<file path="config.mk">
export PLATFORM = sky130hd
export DESIGN_NAME = imm_ext_pipe
export DESIGN_NICKNAME = d
export VERILOG_FILES = /design/src/rtl/imm_ext_pipe.sv
export SDC_FILE = /design/constraint.sdc
export NUM_CORES = 1
export LEC_CHECK = 0
export CORE_ASPECT_RATIO = 2
export CORE_MARGIN = 2
export CORE_UTILIZATION = 25
export DETAILED_ROUTE_END_ITERATION = 16
export GPL_TIMING_DRIVEN = 0
export MAX_ROUTING_LAYER = met4
export PLACE_DENSITY = 0.53
export SYNTH_ARGS = -nofsm -noshare
export SYNTH_HDL_FRONTEND = slang
export SYNTH_SLANG_ARGS = --single-unit
export TNS_END_PERCENT = 10
</file>
<file path="constraint.sdc">
create_clock -name clk -period 6.3 [get_ports clk]
set_clock_uncertainty 0.2 [all_clocks]
set_input_delay 1.26 -clock clk [delete_from_list [all_inputs] [get_ports clk]]
set_output_delay 1.26 -clock clk [all_outputs]
set_load 0.005 [all_outputs]
</file>
<file path="src/rtl/imm_ext_pipe.sv">
// Registered immediate-extension stage: widens an IN_W constant to OUT_W bits
// (zero / sign / sign+shift / upper-place) behind a 2-entry valid/ready buffer.
module imm_ext_pipe #(
    parameter int IN_W  = 6,
    parameter int OUT_W = 16,
    parameter int SHIFT = 1,
    parameter int TAG_W = 4,
    parameter int CNT_W = 8
) (
    input  logic             clk,
    input  logic             rst,
    input  logic             in_valid,
    output logic             in_ready,
    input  logic [IN_W-1:0]  in_imm,
    input  logic [1:0]       in_mode,
    input  logic [TAG_W-1:0] in_tag,
    output logic             out_valid,
    input  logic             out_ready,
    output logic [OUT_W-1:0] out_imm,
    output logic [TAG_W-1:0] out_tag,
    output logic             out_err,
    output logic [CNT_W-1:0] ovf_count,
    input  logic             clr_count
);

    localparam int WW = OUT_W + SHIFT;

    logic [OUT_W-1:0] ext_imm;
    logic             ext_err;
    logic [WW-1:0]    shl;

    logic [1:0]       cnt_q, cnt_d;
    logic [OUT_W-1:0] imm0_q, imm0_d, imm1_q, imm1_d;
    logic [TAG_W-1:0] tag0_q, tag0_d, tag1_q, tag1_d;
    logic             err0_q, err0_d, err1_q, err1_d;
    logic [CNT_W-1:0] ovf_q, ovf_d;
    logic             push, pop;

    // Mode 10 is computed SHIFT bits wider so the discarded bits and the new
    // MSB can be checked for agreement.
    always_comb begin
        ext_imm = '0;
        ext_err = 1'b0;
        shl     = WW'($signed(in_imm)) << SHIFT;
        case (in_mode)
            2'b00: ext_imm = OUT_W'(in_imm);
            2'b01: ext_imm = OUT_W'($signed(in_imm));
            2'b10: begin
                ext_imm = shl[OUT_W-1:0];
                ext_err = !((&shl[WW-1:OUT_W-1]) || !(|shl[WW-1:OUT_W-1]));
            end
            default: ext_imm = OUT_W'(in_imm) << (OUT_W - IN_W);
        endcase
    end

    assign in_ready  = (cnt_q != 2'd2);
    assign out_valid = (cnt_q != 2'd0);
    assign push      = in_valid & in_ready;
    assign pop       = out_valid & out_ready;

    // Entry 0 is always the head and drives out_* directly.
    always_comb begin
        cnt_d  = cnt_q;
        imm0_d = imm0_q;
        tag0_d = tag0_q;
        err0_d = err0_q;
        imm1_d = imm1_q;
        tag1_d = tag1_q;
        err1_d = err1_q;
        case ({push, pop})
            2'b10: begin
                cnt_d = cnt_q + 2'd1;
                if (cnt_q == 2'd0) begin
                    imm0_d = ext_imm;
                    tag0_d = in_tag;
                    err0_d = ext_err;
                end else begin
                    imm1_d = ext_imm;
                    tag1_d = in_tag;
                    err1_d = ext_err;
                end
            end
            2'b01: begin
                cnt_d = cnt_q - 2'd1;
                if (cnt_q == 2'd2) begin
                    imm0_d = imm1_q;
                    tag0_d = tag1_q;
                    err0_d = err1_q;
                end
            end
            2'b11: begin
                imm0_d = ext_imm;
                tag0_d = in_tag;
                err0_d = ext_err;
            end
            default: ;
        endcase
    end

    always_comb begin
        ovf_d = ovf_q;
        if (clr_count)
            ovf_d = '0;
        else if (push && ext_err && !(&ovf_q))
            ovf_d = ovf_q + 1'b1;
    end

    always_ff @(posedge clk or negedge rst) begin
        if (!rst) begin
            cnt_q  <= '0;
            imm0_q <= '0;
            tag0_q <= '0;
            err0_q <= 1'b0;
            imm1_q <= '0;
            tag1_q <= '0;
            err1_q <= 1'b0;
            ovf_q  <= '0;
        end else begin
            cnt_q  <= cnt_d;
            imm0_q <= imm0_d;
            tag0_q <= tag0_d;
            err0_q <= err0_d;
            imm1_q <= imm1_d;
            tag1_q <= tag1_d;
            err1_q <= err1_d;
            ovf_q  <= ovf_d;
        end
    end

    assign out_imm   = imm0_q;
    assign out_tag   = tag0_q;
    assign out_err   = err0_q;
    assign ovf_count = ovf_q;

endmodule
</file>
# After elaboration in Yosys (flattened, before gate mapping)
# Cells that the tools add are included.
op_classes:
  reduce_logical: 7
  bitwise: 3
  mux: 11
  addsub: 2
  n_eq_ne: 9
ops:
  columns: ["cell", "n"]
  rows:
  - ["one-hot mux 16 bit (3 select lines)", 2]
  - ["2-to-1 mux 16 bit", 2]
  - ["one-hot mux 4 bit (3 select lines)", 1]
  - ["equality test 2 bit, second input constant", 4]
  - ["2-to-1 mux 4 bit", 2]
  - ["inequality test 2 bit, second input constant", 3]
  - ["equality test 2 x 1 -> 1 bit, second input constant", 2]
  - ["zero test 2 bit", 2]
  - ["one-hot mux 2 bit (2 select lines)", 1]
  - ["nonzero test 2 bit", 2]
  - ["one-hot mux 1 bit (3 select lines)", 1]
  - ["AND reduction 3 bit", 1]
  - ["nonzero test 3 bit", 1]
  - ["adder 2 x 1 -> 2 bit, second input constant", 1]
  - ["AND 1 bit", 2]
  - ["2-to-1 mux 1 bit", 2]
  - ["AND reduction 2 bit", 1]
  - ["subtractor 2 x 1 -> 2 bit, second input constant", 1]
  - ["inverter 1 bit", 1]
totals:
  register_bits: 43
  wordCells: 38
  out_inout_bits: 31
  inputBits: 17

# Logic depth before layout (Yosys ltp)
logic_depth:
  ltp_word: 5
  ltp_mapped: 10
  ltp_nobuf: 7

# Worst setup path after synthesis
# Ideal clock, no wire load.
synth_timing:
  path_kind: "input to register"
  startpoint: "input out_ready"
  endpoint: "register imm0_q[0] (netlist: out_imm[0])"
  path_buffers: 1
  required_ns: 5.975
  t_arrival_ns: 2.637
  setup_time_ns: 0.125
  setup_slack_ns: 3.337
  cell_stages: 7
  path_cell_list: "and2_1 inv_1 ha_1 and3b_4 nor3_4 buf_8 mux2_4"
synth_via:
  elab_chain_len: 4
  elab_cells_between_ends: 9
synth_rtl:
  columns: ["element", "line", "text"]
  rows:
  - ["start, declared", "18", "input logic out_ready,"]
  - ["AND 1 bit (*)", "59", "assign pop = out_valid & out_ready;"]
  - ["equality test 2 x 1 -> 1 bit or equality test 2 bit (tied branches)", "70", "case ({push, pop})"]
  - ["inequality test 2 bit (no line) or nonzero test 3 bit (tied branches)", null, null]
  - ["AND reduction 3 bit (no line)", null, null]
  - ["end signal, assigned", "120", "imm0_q <= imm0_d;"]
  - ["end, declared", "33", "logic [OUT_W-1:0] imm0_q, imm0_d, imm1_q, imm1_d;"]
# Every way passes the cells marked *; elsewhere a longest branch is shown, timed or not.
# A chain may end at the register's enable or synchronous reset.

# Worst setup path in the final report
layout_timing:
  startpoint: "input in_valid"
  endpoint: "register imm0_q[0] (netlist: out_imm[0])"
layout_via:
  elab_chain_len: 4
  elab_cells_between_ends: 9
layout_rtl:
  columns: ["element", "line", "text"]
  rows:
  - ["start, declared", "12", "input logic in_valid,"]
  - ["AND 1 bit (*)", "58", "assign push = in_valid & in_ready;"]
  - ["equality test 2 x 1 -> 1 bit or equality test 2 bit (tied branches)", "70", null]
  - ["inequality test 2 bit (no line) or nonzero test 3 bit (tied branches)", null, null]
  - ["AND reduction 3 bit (no line)", null, null]
# Marks and branches as above.

==> metrics.txt <==
worst reg2reg path endpoint=out_imm[0]; CTS Hold Buffers Added=0; hold depth=2; CP startpoint kind=input pin; nets@finish=263; Die Y=132.2 µm; GR Overflow Total=0; critical path class=input pin to register; Seq cells post-synth=36; Worst setup EP type=register; Crit Path Max Fanout=10; Syn Inst Count=192; total wire length=4830 µm; Syn Area/Cell=10.71 µm²; worst hold path endpoint=imm1_q[5]; GRT Total Usage=0.1246; IO buf count=37; Ant. Diodes=0; initial DRC count=83; r2r worst-path depth=9; Slew @ Worst Pin=0.8225 ns; normalized max-slew margin=0.4517; starting density of the core=0.2588; asr flop ratio synth=1.000; Longest Clk Path Bufs=2; die width=68.12 µm; Num CTS Buffers=5; final setup violation count=0; Final GP Congestion=0.8411; Synth Flop Type=dfrtp_1; Synth-to-Final Area Change=32.32%; clk slew on worst S/H paths=0.06 ns; max_cap viols=0; Initial DRT Pass Iterations=4; CP required=6.27 ns; highest clock rate=297.9 MHz; register area share after synthesis=0.4382; outcome=completed; hold path startpoint=imm1_q[5]; # DRC=0; Placement Rows=46; vias post-DR=1525; worst hold path type=register to register; largest net degree at the start of global routing=37; I/O pin count=48; Final min period=3.357 ns; LEAKAGE=0.001205 µW; WL per Instance=14.16 µm; Util after Layout=0.3425; Final Worst Setup Slack=2.943 ns; CTS tree=built; vias in the first global route=1592; DIE AREA=9008 µm²; Worst-Skew Late Latency=0.29 ns; final hold vios=0; PwrDens=453.3 nW/µm²; worst vdd ir=123.2 µV; setup TNS=0 ns; Hold WS=0.2724 ns; dpl cells=333; layout cell share with drive strength beyond 1=0.2245; CP arrival=3.32 ns; Clock Sinks=36; clock root buffer=clkbuf_16; post-DR vias/cell=4.472; Warnings, synthesis=0; Core ar.=7943 µm²; period utilization=0.5329; Slew Viols, Final=0; reg-to-reg slack, setup=3.55 ns; Post-DP HPWL=3663 µm; Final Non-Filler Cells=341; setup slack at placement=2.578 ns; first-pass GRT wire length=7983 µm; CTS resizes=0; initial antenna violation count=0; worst r2r src=cnt_q[0]; Routed Antenna Nets=0; Post-Synthesis Cell Area=2056 µm²; Yosys cell types=34; H-Tree Depth=2; Post-synth EDFFs=0; RSZ-0062 raised after global routing=no; Setup Fix Bufs, Post-CTS=0
## sequential cells by signal (all words and copies together), names as in the netlist
name,cells
cnt_q,2
imm1_q,13
tag1_q,4
out_tag,4
out_imm,13
## how the worst max path moves through the flow
stage	from	end	slack [ns]	depth (start not counted)
finish	in_valid	out_imm[0]	2.94	7
global route	in_valid	out_imm[11]	2.79	7
CTS	in_valid	out_imm[0]	2.88	7
detailed placement	in_valid	out_imm[12]	2.58	7
global placement	in_valid	out_imm[12]	2.59	7
floorplan	out_ready	out_imm[0]	3.34	7
## power by group
group          total [µW]  switching [µW]  internal [µW]
clock                 254            98.5            156
combinational         574             226            348
sequential            405            57.2            347
total                1230             382            851
## per-stage QoR
| step | power (µW) | cell area (µm²) |
|---|---|---|
| detailed placement | 995.4 | 2571 |
| floorplan | 763.1 | 2086 |
| CTS | 1255 | 2720 |
| global route | 1324 | 2720 |
| global placement | 984.0 | 2576 |
| finish | 1233 | 2720 |
## cells in the mapped netlist, types with 3 or more instances
master | count | area, µm²
dfrtp_1 | 36 | 900.9
mux2_2 | 17 | 191.4
nand2_1 | 16 | 60.06
o21ai_0 | 14 | 70.07
nand2b_1 | 13 | 81.33
buf_4 | 12 | 90.09
nor2_1 | 9 | 33.78
o31a_1 | 8 | 70.07
clkbuf_1 | 7 | 26.28
mux2_4 | 7 | 105.1
and3b_1 | 6 | 52.55
nor2b_1 | 6 | 37.54
buf_2 | 4 | 20.02
inv_1 | 4 | 15.01
mux2i_1 | 4 | 40.04
o211ai_1 | 3 | 22.52
## per-layer routing
layer	global-route usage	part of all wire
met5	-	0
met1	0.1235	0.36
met3	0.01879	0.037
met2	0.2206	0.57
met4	0.06667	0.028
## cells in the final DEF, fill, tap and decap left out, drive strengths merged
master	Yosys	final
a211oi	2	2
a21oi	2	2
a22oi	1	1
and2	2	2
and3b	7	7
and4bb	1	1
buf	18	19
clkbuf	7	13
clkdlybuf4s50	0	36
clkinv	0	2
conb	1	9
dfrtp	36	36
ha	2	2
inv	4	4
mux2	24	24
mux2i	4	4
nand2	16	16
nand2b	13	13
nor2	9	9
nor2b	6	6
nor3	1	1
nor3b	1	1
o211ai	3	3
o21ai	14	14
o2bb2ai	2	2
o31a	8	8
o31ai	2	2
or2	1	1
or4bb	1	1
xnor2	2	2
xor2	2	2
## critical path: stages
cell and delay [ns]:
clkdlybuf4s50_1 0.49, and2_1 0.16, ha_1 0.18, and3b_4 0.22, nor3_4 0.46, buf_8 0.23, mux2_4 0.31
## kinds of logic (layout without fill, tap and decap cells)
logic type | Yosys count | after routing | synth area share
flip-flops | 36 | 36 | 0.4382
XOR/XNOR | 4 | 4 | 0.01705
buffers and inverters | 29 | 74 | 0.08643
adder cells (fa/ha/maj) | 2 | 2 | 0.01217
multiplexers | 28 | 28 | 0.1637
other | 1 | 9 | 0.001824
AO/OA/AOI/OAI | 34 | 34 | 0.1108
AND/OR/NAND/NOR | 58 | 58 | 0.1698
## final cells by class
cell class | count | area, µm²
Fill cell | 824 | 5223
Multi-Input combinational cell | 135 | 1007
Sequential cell | 36 | 900.9
Timing Repair Buffer | 37 | 365.4
Buffer | 25 | 162.7
Clock buffer | 6 | 138.9
Tap cell | 96 | 120.1
Inverter | 4 | 15.01
Clock inverter | 2 | 10.01
(Power assumes the default switching activity.)
